**config.mk**
```make
export PLATFORM = sky130hd
export DESIGN_NAME = logic_gate_pipe
export DESIGN_NICKNAME = d
export VERILOG_FILES = /design/src/rtl/logic_gate_pipe.sv
export SDC_FILE = /design/constraint.sdc
export NUM_CORES = 1
export LEC_CHECK = 0
export BUFFER_PORTS_ARGS = -buffer_cell sky130_fd_sc_hd__buf_4
export CELL_PAD_IN_SITES_DETAIL_PLACEMENT = 1
export CELL_PAD_IN_SITES_GLOBAL_PLACEMENT = 2
export CORE_ASPECT_RATIO = 1.75
export CORE_MARGIN = 3
export CORE_UTILIZATION = 33
export CTS_CLUSTER_DIAMETER = 60
export CTS_CLUSTER_SIZE = 14
export DETAILED_ROUTE_END_ITERATION = 8
export HOLD_SLACK_MARGIN = 0.15
export MAX_ROUTING_LAYER = met4
export PLACE_DENSITY = 0.89
export SYNTH_ARGS = -nofsm -noshare
export SYNTH_HDL_FRONTEND = slang
export SYNTH_SLANG_ARGS = --single-unit
```
**constraint.sdc**
```tcl
create_clock -name clk -period 4.2 [get_ports clk]
set_clock_uncertainty 0.2 [all_clocks]
set_input_delay 0.84 -clock clk [delete_from_list [all_inputs] [get_ports clk]]
set_output_delay 0.84 -clock clk [all_outputs]
set_load 0.01 [all_outputs]
```
**src/rtl/logic_gate_pipe.sv**
```systemverilog
// logic_gate_pipe
//   Registered, parametrised bitwise gate. NUM_IN operands of WIDTH bits are
//   reduced through a runtime-selected gate. The result is held in a
//   single-stage output register behind a valid/ready handshake. The
//   register also carries all-ones and non-zero flags for the result.
//
// Parameters
//   WIDTH   operand / result width
//   NUM_IN  operand count, 1..8
//   CNT_W   transfer counter width (stats build only)
//
// Ports
//   clk, rst_n            clock, asynchronous active-low reset
//   in_valid / in_ready   input handshake (in_ready = !out_valid || out_ready)
//   in_data               operand k at [k*WIDTH +: WIDTH]
//   in_op                 0 AND, 1 OR, 2 XOR, 3 NAND, 4 NOR, 5 XNOR, 6 BUF, 7 NOT
//   out_valid / out_ready output handshake
//   out_data              registered result
//   out_all / out_any     registered AND / OR reduction of out_data
//
// Optional build macro LOGIC_GATE_PIPE_STATS_EN adds these ports:
//   count_clr             synchronous clear of xfer_count; it wins over an increment
//   xfer_count            saturating count of completed output transfers
module logic_gate_pipe #(
  parameter int unsigned WIDTH  = 8,
  parameter int unsigned NUM_IN = 2,
  parameter int unsigned CNT_W  = 16
) (
  input  logic                    clk,
  input  logic                    rst_n,
  input  logic                    in_valid,
  output logic                    in_ready,
  input  logic [NUM_IN*WIDTH-1:0] in_data,
  input  logic [2:0]              in_op,
  output logic                    out_valid,
  input  logic                    out_ready,
  output logic [WIDTH-1:0]        out_data,
  output logic                    out_all,
  output logic                    out_any
`ifdef LOGIC_GATE_PIPE_STATS_EN
  ,
  input  logic                    count_clr,
  output logic [CNT_W-1:0]        xfer_count
`endif
);

  typedef enum logic [2:0] {
    OP_AND  = 3'd0,
    OP_OR   = 3'd1,
    OP_XOR  = 3'd2,
    OP_NAND = 3'd3,
    OP_NOR  = 3'd4,
    OP_XNOR = 3'd5,
    OP_BUF  = 3'd6,
    OP_NOT  = 3'd7
  } gate_op_e;

  logic [WIDTH-1:0] fold_and;
  logic [WIDTH-1:0] fold_or;
  logic [WIDTH-1:0] fold_xor;
  logic [WIDTH-1:0] result;
  logic             accept;
  logic             consume;

  assign in_ready = !out_valid || out_ready;
  assign accept   = in_valid && in_ready;
  assign consume  = out_valid && out_ready;

  // Folds run over the operands in index order. The inverting ops apply
  // the inversion once, to the folded value. They are not a chain of
  // inverting gates.
  always_comb begin
    fold_and = in_data[WIDTH-1:0];
    fold_or  = in_data[WIDTH-1:0];
    fold_xor = in_data[WIDTH-1:0];
    for (int unsigned k = 1; k < NUM_IN; k++) begin
      fold_and = fold_and & in_data[k*WIDTH +: WIDTH];
      fold_or  = fold_or  | in_data[k*WIDTH +: WIDTH];
      fold_xor = fold_xor ^ in_data[k*WIDTH +: WIDTH];
    end
  end

  always_comb begin
    result = '0;
    case (gate_op_e'(in_op))
      OP_AND:  result = fold_and;
      OP_OR:   result = fold_or;
      OP_XOR:  result = fold_xor;
      OP_NAND: result = ~fold_and;
      OP_NOR:  result = ~fold_or;
      OP_XNOR: result = ~fold_xor;
      OP_BUF:  result = in_data[WIDTH-1:0];
      OP_NOT:  result = ~in_data[WIDTH-1:0];
      default: result = 'x;
    endcase
  end

  // An accept takes priority. A simultaneous consume and accept therefore
  // replaces the result and keeps out_valid high. A consume alone drops
  // out_valid and leaves the data as it was.
  always_ff @(posedge clk or negedge rst_n) begin
    if (!rst_n) begin
      out_valid <= 1'b0;
      out_data  <= '0;
      out_all   <= 1'b0;
      out_any   <= 1'b0;
    end else if (accept) begin
      out_valid <= 1'b1;
      out_data  <= result;
      out_all   <= &result;
      out_any   <= |result;
    end else if (consume) begin
      out_valid <= 1'b0;
    end
  end

`ifdef LOGIC_GATE_PIPE_STATS_EN
  always_ff @(posedge clk or negedge rst_n) begin
    if (!rst_n) begin
      xfer_count <= '0;
    end else if (count_clr) begin
      xfer_count <= '0;
    end else if (consume && (xfer_count != '1)) begin
      xfer_count <= xfer_count + 1'b1;
    end
  end
`endif

endmodule

```
==> results summary, run 1 <==
The core occupancy in the finished layout is 42.8%. The initial antenna violation count is 0. The post-synthesis sequential area ratio came out at 19.6%.

The buffering stage count on the worst path with inverters included is 2. For this run, the slowest stage of the critical path takes 0.38 ns. Port buffering added 34 buffers. The required arrival time at the worst endpoint is 4.09 ns. The kind of cell with the highest combined delay along the critical path is compound AO/OA/AOI/OAI gates. Synthesis produced 176 cells.

Setup repair after global routing left no endpoint under its margin. The final count of negative-setup-slack endpoints came out at 0. The total design power is roughly 0.00042 W. The congestion estimate from routability-driven global placement came to 0.841. Once placement completed, the tool counted placed cells totaling 250. The final-report max-slew violation count is 0. The number of routed nets with antenna violations is 0. The cell sitting at the root of the clock tree is a sky130_fd_sc_hd__clkbuf_8. The synthesis warning total came out at 0. Summed over all failing endpoints, the final setup total negative slack is 0 ns. The path class of the tightest hold or removal check is in -> async. The placeable core region is ~4000 um2. Traced cell by cell, the critical path runs through buf_4 -> inv_2 -> o2bb2ai_1 -> a221oi_1 -> nor2_1 -> o21ai_1 -> a31oi_1. In this run the mean area of a mapped cell was about 8 um2. The achievable frequency is 395 MHz.

From left edge to right edge, the die measures ~55 um. The count of instances resized after the clock tree is built is 0. At the end of the flow, the number of nets in the layout was between 200 and 250. The number of enable-type register cells in the synthesized netlist is 0. STA classifies the critical path endpoint as a flop. The wire length of the first global-routing pass came out at 6.48 mm. The number of diodes is 0. The startpoint identified for the worst register-to-register timing path is out_valid.

The average wire per cell in the routed design is 14.0 um. After global routing the overflow that remains totals 0. The top-level port count is 35. The overall die height came out at a little over 90 um.

The biggest area contributor in the post-synthesis netlist is sky130_fd_sc_hd__dfrtp_1. The path type of the worst setup path is in -> reg. Dividing the detail-routed via count by the number of cells gives 5.32. The post-layout instance count excluding filler cells came out at ~250. The most instantiated flip-flop cell in the synthesis netlist is sky130_fd_sc_hd__dfrtp_1. The share of the synthesized area in the top cell type is 19.6%. The wire-length estimate of the detail-placed layout is 3.03 mm. The initial cell density of the core came out at 35.3%.

The clock latency on the worst-skew pair is 0.23 ns. The data arrival time at the worst-slack endpoint is 2.43 ns. The total standard cell area after synthesis is approximately 1400 um2. The clock edge transition at the registers on the reported setup and hold paths is approximately 0.050 ns.

The number of cells on the worst reg-to-reg path is 5. The startpoint type of the worst setup path is an input pin. Of the available clock period, the critical path in the final layout requires 60.3%. The maximum buffer depth of the clock tree came out at 2. The first element of the critical path is in_op[0].

Among all cell types in the netlist, the one instantiated most often is sky130_fd_sc_hd__inv_1. The number of core rows came out at 30. The number of clock buffers inserted by TritonCTS came out at 3. When the netlist entered floorplanning its net count stood at 215. The die area is between 5000 and 6000 um2. The DRC violation count after routing is 0. On the critical path, the stage with the largest delay is an instance of sky130_fd_sc_hd__a221oi_1. After the first detailed-routing iteration, the DRC count stood at 8.

The total power per unit cell area came out at around 240 nW/um2. For this design the static power due to leakage is 0.809 nW. The total iterations of the first detailed-routing run came out at 4. In this run the number of cells on the critical path is 7. The worst ir drop on vdd came out at between 0.1 and 0.15 mV. The shortest clock period the worst path allows after layout is 2.53 ns.

By area the synthesized netlist is led by sky130_fd_sc_hd__dfrtp_1 20%, sky130_fd_sc_hd__ha_1 14%, sky130_fd_sc_hd__inv_1 5.3%. The total wirelength of the detailed-routed design came out at about 3.6 mm. The flow ran to the end, and the final reports show no timing, DRC or antenna violations. The combined global-route utilization of all metal layers is 15.2%. For this run, asynchronously set or reset flops after synthesis account for 100%. The number of distinct library cells after synthesis came out at between 40 and 50. The total via count after detailed routing is roughly 1400. The clock tree from TritonCTS is done. The post-synthesis register bit count came out at 11.

The via count of the first global-routing pass is around 1500. The actual slew at the worst max-slew pin came out at 0.452 ns. Counting instances in the post-synthesis netlist gives the leading cell types as 20 x sky130_fd_sc_hd__inv_1, 16 x sky130_fd_sc_hd__ha_1, 16 x sky130_fd_sc_hd__nor2_1. The worst slew slack as a fraction of its limit came out at 69.8%.

The buffer count from post-CTS setup fixing is 0. The H-tree level count is 1. The largest net degree at the start of global routing came out at 34. The fraction of final layout cells sized beyond drive strength 1 is 22.8%. Of all nets on the critical path, the largest fanout is 33. The number of sinks handled by clock tree synthesis came out at 11. The relative area change from synthesis to final layout came out at 21.1%. The number of endpoints with negative hold slack in the final report is 0. The max-capacitance violation count came out at 0.

The number of hold buffers added after cts is 0.
per-layer routing:
layer	up-vias	routed length [um]	global-route usage [%]
met5	-	0	-
met4	0	29	3.65
met3	4	124	1.67
met2	34	2000	29.4
met1	641	1400	16.0
li1	673	-	-
cell usage in the layout, fill, tap and decap left out, types with 2 or more instances in the layout:
cell / Yosys / layout
sky130_fd_sc_hd__nand2_1: 12 / 12
sky130_fd_sc_hd__nor2b_1: 6 / 6
sky130_fd_sc_hd__buf_4: 0 / 34
sky130_fd_sc_hd__a21oi_1: 8 / 8
sky130_fd_sc_hd__dfrtp_1: 11 / 11
sky130_fd_sc_hd__inv_1: 20 / 20
sky130_fd_sc_hd__a21o_1: 2 / 2
sky130_fd_sc_hd__o211ai_1: 3 / 3
sky130_fd_sc_hd__mux2_1: 2 / 2
sky130_fd_sc_hd__nand2b_1: 9 / 9
sky130_fd_sc_hd__mux2_2: 5 / 5
sky130_fd_sc_hd__o32ai_1: 3 / 3
sky130_fd_sc_hd__clkbuf_8: 0 / 3
sky130_fd_sc_hd__o22a_1: 2 / 2
sky130_fd_sc_hd__xor2_1: 3 / 3
sky130_fd_sc_hd__nor2_1: 16 / 16
sky130_fd_sc_hd__o21ai_1: 8 / 8
sky130_fd_sc_hd__o21ai_0: 5 / 5
sky130_fd_sc_hd__xnor2_1: 5 / 5
sky130_fd_sc_hd__mux2i_1: 6 / 6
sky130_fd_sc_hd__nor3_1: 4 / 4
sky130_fd_sc_hd__o22ai_1: 4 / 4
sky130_fd_sc_hd__ha_1: 16 / 16
report_power, final:
| part | internal [W] | total [W] | switching (W) |
|---|---|---|---|
| logic | 0.0000877 | 0.000183 | 0.0000952 |
| registers | 0.000123 | 0.000131 | 0.00000849 |
| clock network | 0.0000663 | 0.000102 | 0.0000359 |
through the flow:
| step | hold WS, ns | setup slack [ns] | area (um2) |
|---|---|---|---|
| floorplan | 0.316 | 1.76 | 1410 |
| global placement | 0.265 | 1.51 | 1660 |
| detailed placement | 0.277 | 1.40 | 1660 |
| CTS | 0.232 | 1.66 | 1700 |
| global route | 0.231 | 1.46 | 1700 |
| finish | 0.232 | 1.67 | 1700 |
cell families after synthesis:
| group | count (synthesis) | synth area share, % |
|---|---|---|
| fa+ha+maj | 16 | 14.2 |
| simple gates | 52 | 18.0 |
| mux | 13 | 9.88 |
| buf+inv | 29 | 10.1 |
| flops | 11 | 19.6 |
| xor+xnor | 8 | 4.98 |
| compound gates | 47 | 23.2 |
registers in the layout, summed over array words and instances (netlist names):
| signal | flops |
|---|---|
| out_any | 1 |
| out_data | 8 |
| out_all | 1 |
| out_valid | 1 |
final cells by class:
type,count,area (um2)
fillers,523,2280
repair buffers,34,255
clock buffers,4,45.0
well taps,48,60.1
multi-input cells,136,988
flip-flops and latches,11,275
inverters,21,78.8
worst paths after layout:
path	slack [ns]	endpoint
setup reg to reg	2.48	out_all
setup / recovery	1.67	out_any
hold / removal	0.23	out_data[6]
max in group asynchronous	3.42	out_valid
hold reg to reg	0.28	out_all
min in group clk	0.28	out_all
(Power assumes the default switching activity.)
==> inputs of run 2 (changes only) <==
- CORE_UTILIZATION: 33 -> 27
- PLACE_DENSITY: 0.89 -> 0.78
- clock period: 4.2 -> 2.3 ns (I/O delays scaled with it)
==> results summary, run 2 (synthesis gave the netlist of run 1 again) <==
The routed via count divided by cell count is 5.13. The number of endpoints with negative hold slack in the final report is 0. The combined global-route utilization of all metal layers came out at around an eighth. The total overflow left after global routing is 0. The worst setup slack after placement is 0.0242 ns. The setup total negative slack is 0 ns.

In the global route stage, met1 resource usage came out at 14.8%. The number of sinks handled by clock tree synthesis is 11. Clock tree synthesis inserted a total of 3 buffers. The flow ran to the end, and the final reports show no timing, DRC or antenna violations. The register with the most flip-flops is out_data. The placeable core region came out at 5020 um2. In this run the tightest slew margin relative to its limit is ~67%. The root buffer cell is sky130_fd_sc_hd__clkbuf_8.

Leaving out fill and tap cells, the most frequent cell in the layout is sky130_fd_sc_hd__buf_4. Summing all non-filler instances in the final layout gives an area of 1770 um2. For this block, the routed nets add up to 3.47 mm of wire. For this run, global-route usage on met2 was measured as a little under a quarter. Setup repair after global routing left no endpoint under its margin. In this run the critical register-to-register path is captured at out_all.

The number of routed nets with antenna violations came out at 0. STA classifies the critical path endpoint as a flop. The average wire per cell in the routed design came out at 13.0 um.

The total power per unit cell area is 437 nW/um2. For this run, the top clock speed supported by timing is 495 MHz. In this run the worst path has a maximum fanout of 3. The worst hold path terminates at out_valid. The tightest min-delay check is of the in -> reg type. The number of port buffers is 34.

The path type of the worst setup path is in -> reg. The worst hold slack after final layout is 0.243 ns. The total iterations of the first detailed-routing run came out at 3. In this run, post-CTS repair resized a total of 0 instances. The longest clock path from root to sink contains 2 buffers.

Cells with a size suffix above 1 make up 24.9% of the layout. The total via count after detailed routing came out at approximately 1400. The initial cell density of the core is 28.0%. In the layout the commonest cells are 40 x sky130_fd_sc_hd__buf_4, 20 x sky130_fd_sc_hd__inv_1, 16 x sky130_fd_sc_hd__nor2_1, 16 x sky130_fd_sc_hd__ha_1, 12 x sky130_fd_sc_hd__nand2_1. The number of cells on the worst reg-to-reg path is 5. The number of hold buffers added after CTS was 1. After clock tree synthesis, the clock-pin slew on the worst setup and hold paths is approximately 0.05 ns.

The required arrival time at the worst endpoint is about 2.2 ns. The met3 usage in global routing came out at 0.765%. The final-report max-slew violation count came out at 0.

The worst hold path passes through 2 cells. The worst setup path is launched from an input pin. The least setup slack across all paths after layout came out at 0.282 ns.

The actual slew at the worst max-slew pin came out at 0.495 ns. The DRC violation count after routing came out at 0. The first global-routing pass estimated 6.24 mm of wire. The chip width came out at 60.6 um. Once placement finished, the instance area stood at 1710 um2.

The filler cells instantiated in the layout total roughly 640. The data arrival time at the worst-slack endpoint is 1.92 ns. In this run the critical register-to-register path is launched from out_valid. The initial antenna violation count is 0.

In the finished design, the share of the clock period the worst path needs comes to 87.7%. The routability-driven placement congestion ratio is between 0.7 and 0.8. 35 I/O pins were placed. Row generation in the floorplan step produced 34 rows. The startpoint identified for the worst hold timing path is in_valid.

The number of flip-flops in the largest register came out at 8. The via count of the first global-routing pass is around 1400. The placed wire-length estimate came out at 2.88 mm. The DRC violation total after the first TritonRoute iteration came out at 27. The core occupancy in the finished layout came out at 35.2%. The clock latency on the worst-skew pair is 0.24 ns. The H-tree level count is 1. Summed over all cells, the static leakage comes to 0.842 nW.

The number of diodes came out at 0. The buffer count from post-CTS setup fixing is 0. The overall die height came out at 101 um. The register-to-register setup slack is 0.60 ns. Setup violations remaining at the end of the flow were counted as 0. The shortest clock period the worst path allows after layout is 2.02 ns. The max-capacitance violation count came out at 0. The relative area change from synthesis to final layout is 25.5%. TritonCTS built the clock tree. The die area is 6140 um2.

The count of nets after finishing came out at 253. The worst ir drop on vdd is 0.130 mV. met2 is the most crowded layer. The largest net degree at the start of global routing came out at 26.
## run 2: through the flow
step                power (W)  instances
detailed placement   0.000590        262
global route         0.000839        267
floorplan            0.000450        176
finish               0.000772        267
CTS                  0.000785        267
global placement     0.000583        262
## run 2: cell type report
cell class,instances,area [um2],share of cell area [%]
Inverter,21,78.8,4.46
Multi-Input combinational cell,136,988,56.0
Clock buffer,4,45.0,2.55
Sequential cell,11,275,15.6
Timing Repair Buffer,41,310,17.6
Tap cell,54,67.6,3.83
## run 2: worst max-delay path, stage by stage
cell and delay [ns]:
sky130_fd_sc_hd__buf_4 0.09, sky130_fd_sc_hd__inv_1 0.04, sky130_fd_sc_hd__ha_1 0.28, sky130_fd_sc_hd__nor2b_1 0.05
sky130_fd_sc_hd__a2111oi_2 0.32, sky130_fd_sc_hd__a21oi_1 0.08, sky130_fd_sc_hd__o22a_1 0.21, sky130_fd_sc_hd__nor4_1 0.27
sky130_fd_sc_hd__a31oi_1 0.12
## run 2: worst max-delay path by stage
stage	slack, ns	end	from
floorplan	0.24	out_any	in_data[5]
global placement	0.05	out_any	in_data[5]
detailed placement	0.02	out_any	in_data[5]
CTS	0.27	out_any	in_data[5]
global route	0.14	out_any	in_data[1]
finish	0.28	out_any	in_data[5]
## run 2: power breakdown
part,internal [W],switching (W),total [W]
Combinational,0.000169,0.000174,0.000343
Clock,0.000121,0.0000681,0.000189
Sequential,0.000224,0.0000151,0.000239
## run 2: metal layers
metal | part of all wire [%] | up-vias | wire (um)
met5 | 0 | - | 0
met3 | 3.3 | 6 | 114
li1 | - | 684 | -
met4 | 1.4 | 0 | 48
met2 | 52 | 28 | 1810
met1 | 43 | 651 | 1490
==> inputs of run 3 (changes only) <==
- CORE_ASPECT_RATIO: 1.75 -> 0.9
==> results summary, run 3 (synthesis gave the netlist of run 1 again) <==
The placed wire-length estimate came out at 3.00 mm. The initial antenna violation count is 0. The static leakage power came out at ~0.85 nW. The run finished with clean final reports.

The detailed route wirelength on metal3 came out at 103 um. Summing all multi-input logic gate instances after layout gives 988 um2. The root buffer cell is sky130_fd_sc_hd__clkbuf_8. Post-CTS timing repair inserted 0 buffers for setup. The number of flip-flops in the largest register is 8. The tightest min-delay check is of the in -> reg type. The DRC violation count after routing came out at 0. Across all hold checks on the routed design, the worst slack comes to 0.237 ns. The average wire per cell in the routed design came out at between 10 and 15 um. Ranked by flip-flop count, first place goes to out_data. The routability-driven placement congestion ratio is roughly 0.82. The final-report max-slew violation count is 0.

From synthesis to final layout, the design area changed by 27.6%. The setup check on the worst reg-to-reg path leaves a slack of between 0.5 and 0.6 ns. In the finished design, the share of the clock period the worst path needs comes to between 80% and 90%.

The total iterations of the first detailed-routing run is 4. Signal routing reaches up to met3. The source of the worst register-to-register timing path is out_valid. Setup violations remaining at the end of the flow were counted as 0.

The clock latency on the worst-skew pair is 0.23 ns. The shortest clock period the worst path allows after layout is a little over 2 ns. The initial cell density of the core is 28.6%. The number of antenna diodes in the final layout is 0. The DRC violation total after the first TritonRoute iteration is 66.

In this run the number of H-tree levels came out at 1. In this run the power density over the cells is about 440 nW/um2. The floorplan step defined a die boundary enclosing just over 6000 um2. During I/O placement, the number of pins put on the boundary was 35. The achievable frequency came out at approximately 490 MHz.

The routed metal-1 wirelength came out at 1.84 mm. The filler cell count in the final layout came out at 635. The number of sinks handled by clock tree synthesis came out at 11. For this run, the number of standard cells in the final layout without fillers is between 200 and 300.

The fraction of final layout cells sized beyond drive strength 1 came out at 25.6%. The max-capacitance violation count is 0. Counting instances, the worst hold path has a depth of 2. The combined flip-flop and latch cell area came out at 275 um2. Entering global routing, the biggest net connects 18 pins. Summed over all layers, the routed wires come to 3.76 mm.

The number of routed nets with antenna violations came out at 0. Setup repair after global routing left no endpoint under its margin. TritonCTS built the clock tree. At the pin with the least slew margin, the transition time is 0.500 ns. At the worst endpoint, the required time is 2.20 ns. The library cell used most frequently in the layout, excluding fill and tap cells, is sky130_fd_sc_hd__buf_4. The number of core rows came out at 24.

The routed via count divided by cell count is 4.82. The count of instances resized after the clock tree is built is 0. The total grt overflow came out at 0.

In this run the vertical extent of the chip is ~74 um. The endpoint identified for the worst register-to-register timing path is out_all. The data arrival time at the worst-slack endpoint is approximately 2 ns. The wire length of the first global-routing pass is 6.19 mm.

In the detailed route, the total length drawn on met2 is roughly 1.8 mm. Global routing used between 10% and 20% of the available tracks across all layers. The via count of the first global-routing pass came to 1294. The worst-case IR drop observed on VDD is 0.192 mV.

The critical hold path startpoint is in_valid. The placeable core region is a little under 5000 um2. The chip width is approximately 82 um. The library cells used most frequently in the layout, excluding fill and tap cells, are 42 x sky130_fd_sc_hd__buf_4, 20 x sky130_fd_sc_hd__inv_1, 16 x sky130_fd_sc_hd__nor2_1, 16 x sky130_fd_sc_hd__ha_1, 12 x sky130_fd_sc_hd__nand2_1.

The number of clock buffers inserted by TritonCTS is 3. The startpoint type of the worst setup path is an input pin. Headroom to the max-slew limit came out at 66.6%. The number of endpoints with negative hold slack in the final report was 0. The clock edge transition at the registers on the reported setup and hold paths is 0.05 ns. The worst setup path is of the in -> reg kind. The maximum buffer depth of the clock tree came out at 2. The number of port buffers came out at 34. Along the worst path, the maximum fanout reaches 3. The count of nets after finishing is approximately 260. Counting cells, the worst reg-to-reg path comes to 5. The placed instance count came out at around 280. STA classifies the critical path endpoint as a flop. The total via count after detailed routing is 1350. The sink of the worst hold path is out_valid.
==> run 3: layout make-up <==
| cell class | count | share of cell area, % |
|---|---|---|
| clock buffers | 4 | 2.51 |
| inverters | 21 | 4.39 |
| flip-flops and latches | 11 | 15.3 |
| multi-input cells | 136 | 55.1 |
| repair buffers | 43 | 18.1 |
| well taps | 65 | 4.53 |
==> run 3: repair_timing <==
action                     CTS  global route
setup endpoints to repair    0             0
hold buffers                 1             0
hold endpoints to repair    11             0
==> run 3: through the flow <==
stage | power (W) | cell area (um2) | utilization, % | setup TNS (ns) | worst slack (ns)
4_1_cts | 0.000794 | 1790 | 36.4 | 0 | 0.241
6_report | 0.000785 | 1790 | 36.4 | 0 | 0.241
5_1_grt | 0.000853 | 1790 | 36.4 | 0 | 0.106
3_5_place_dp | 0.000597 | 1740 | 35.3 | -0.00595 | -0.00595
2_1_floorplan | 0.000450 | 1410 | - | 0 | 0.242
3_3_place_gp | 0.000593 | 1740 | 35.3 | 0 | 0.0502
==> run 3: critical path, cell delays in order <==
cell,delay [ns]
sky130_fd_sc_hd__buf_4,0.08
sky130_fd_sc_hd__inv_1,0.03
sky130_fd_sc_hd__ha_1,0.31
sky130_fd_sc_hd__nor2b_1,0.07
sky130_fd_sc_hd__a2111oi_2,0.34
sky130_fd_sc_hd__a21oi_1,0.08
sky130_fd_sc_hd__o22a_1,0.21
sky130_fd_sc_hd__nor4_1,0.26
sky130_fd_sc_hd__a31oi_1,0.11
==> run 3: per-layer routing <==
layer | vias up | GRT usage (%)
met5 | - | -
met4 | 0 | 0.554
met3 | 0 | 1.94
met2 | 18 | 21.0
met1 | 642 | 18.4
li1 | 690 | -
==> run 3: how the worst max path moves through the flow <==
| stage | start | endpoint | slack [ns] | cells after the start |
|---|---|---|---|---|
| floorplan | in_data[5] | out_any | 0.24 | 8 |
| global placement | in_data[5] | out_any | 0.05 | 9 |
| detailed placement | in_data[5] | out_any | -0.006 | 9 |
| CTS | in_data[5] | out_any | 0.24 | 9 |
| global route | in_data[1] | out_all | 0.11 | 8 |
| finish | in_data[5] | out_any | 0.24 | 9 |
==> run 3: power breakdown <==
group	internal, W	switching (W)	leakage [nW]	total (W)
clock	0.000122	0.0000718	0.0228	0.000193
sequential	0.000224	0.0000154	0.129	0.000239
combinational	0.000173	0.000178	0.699	0.000352
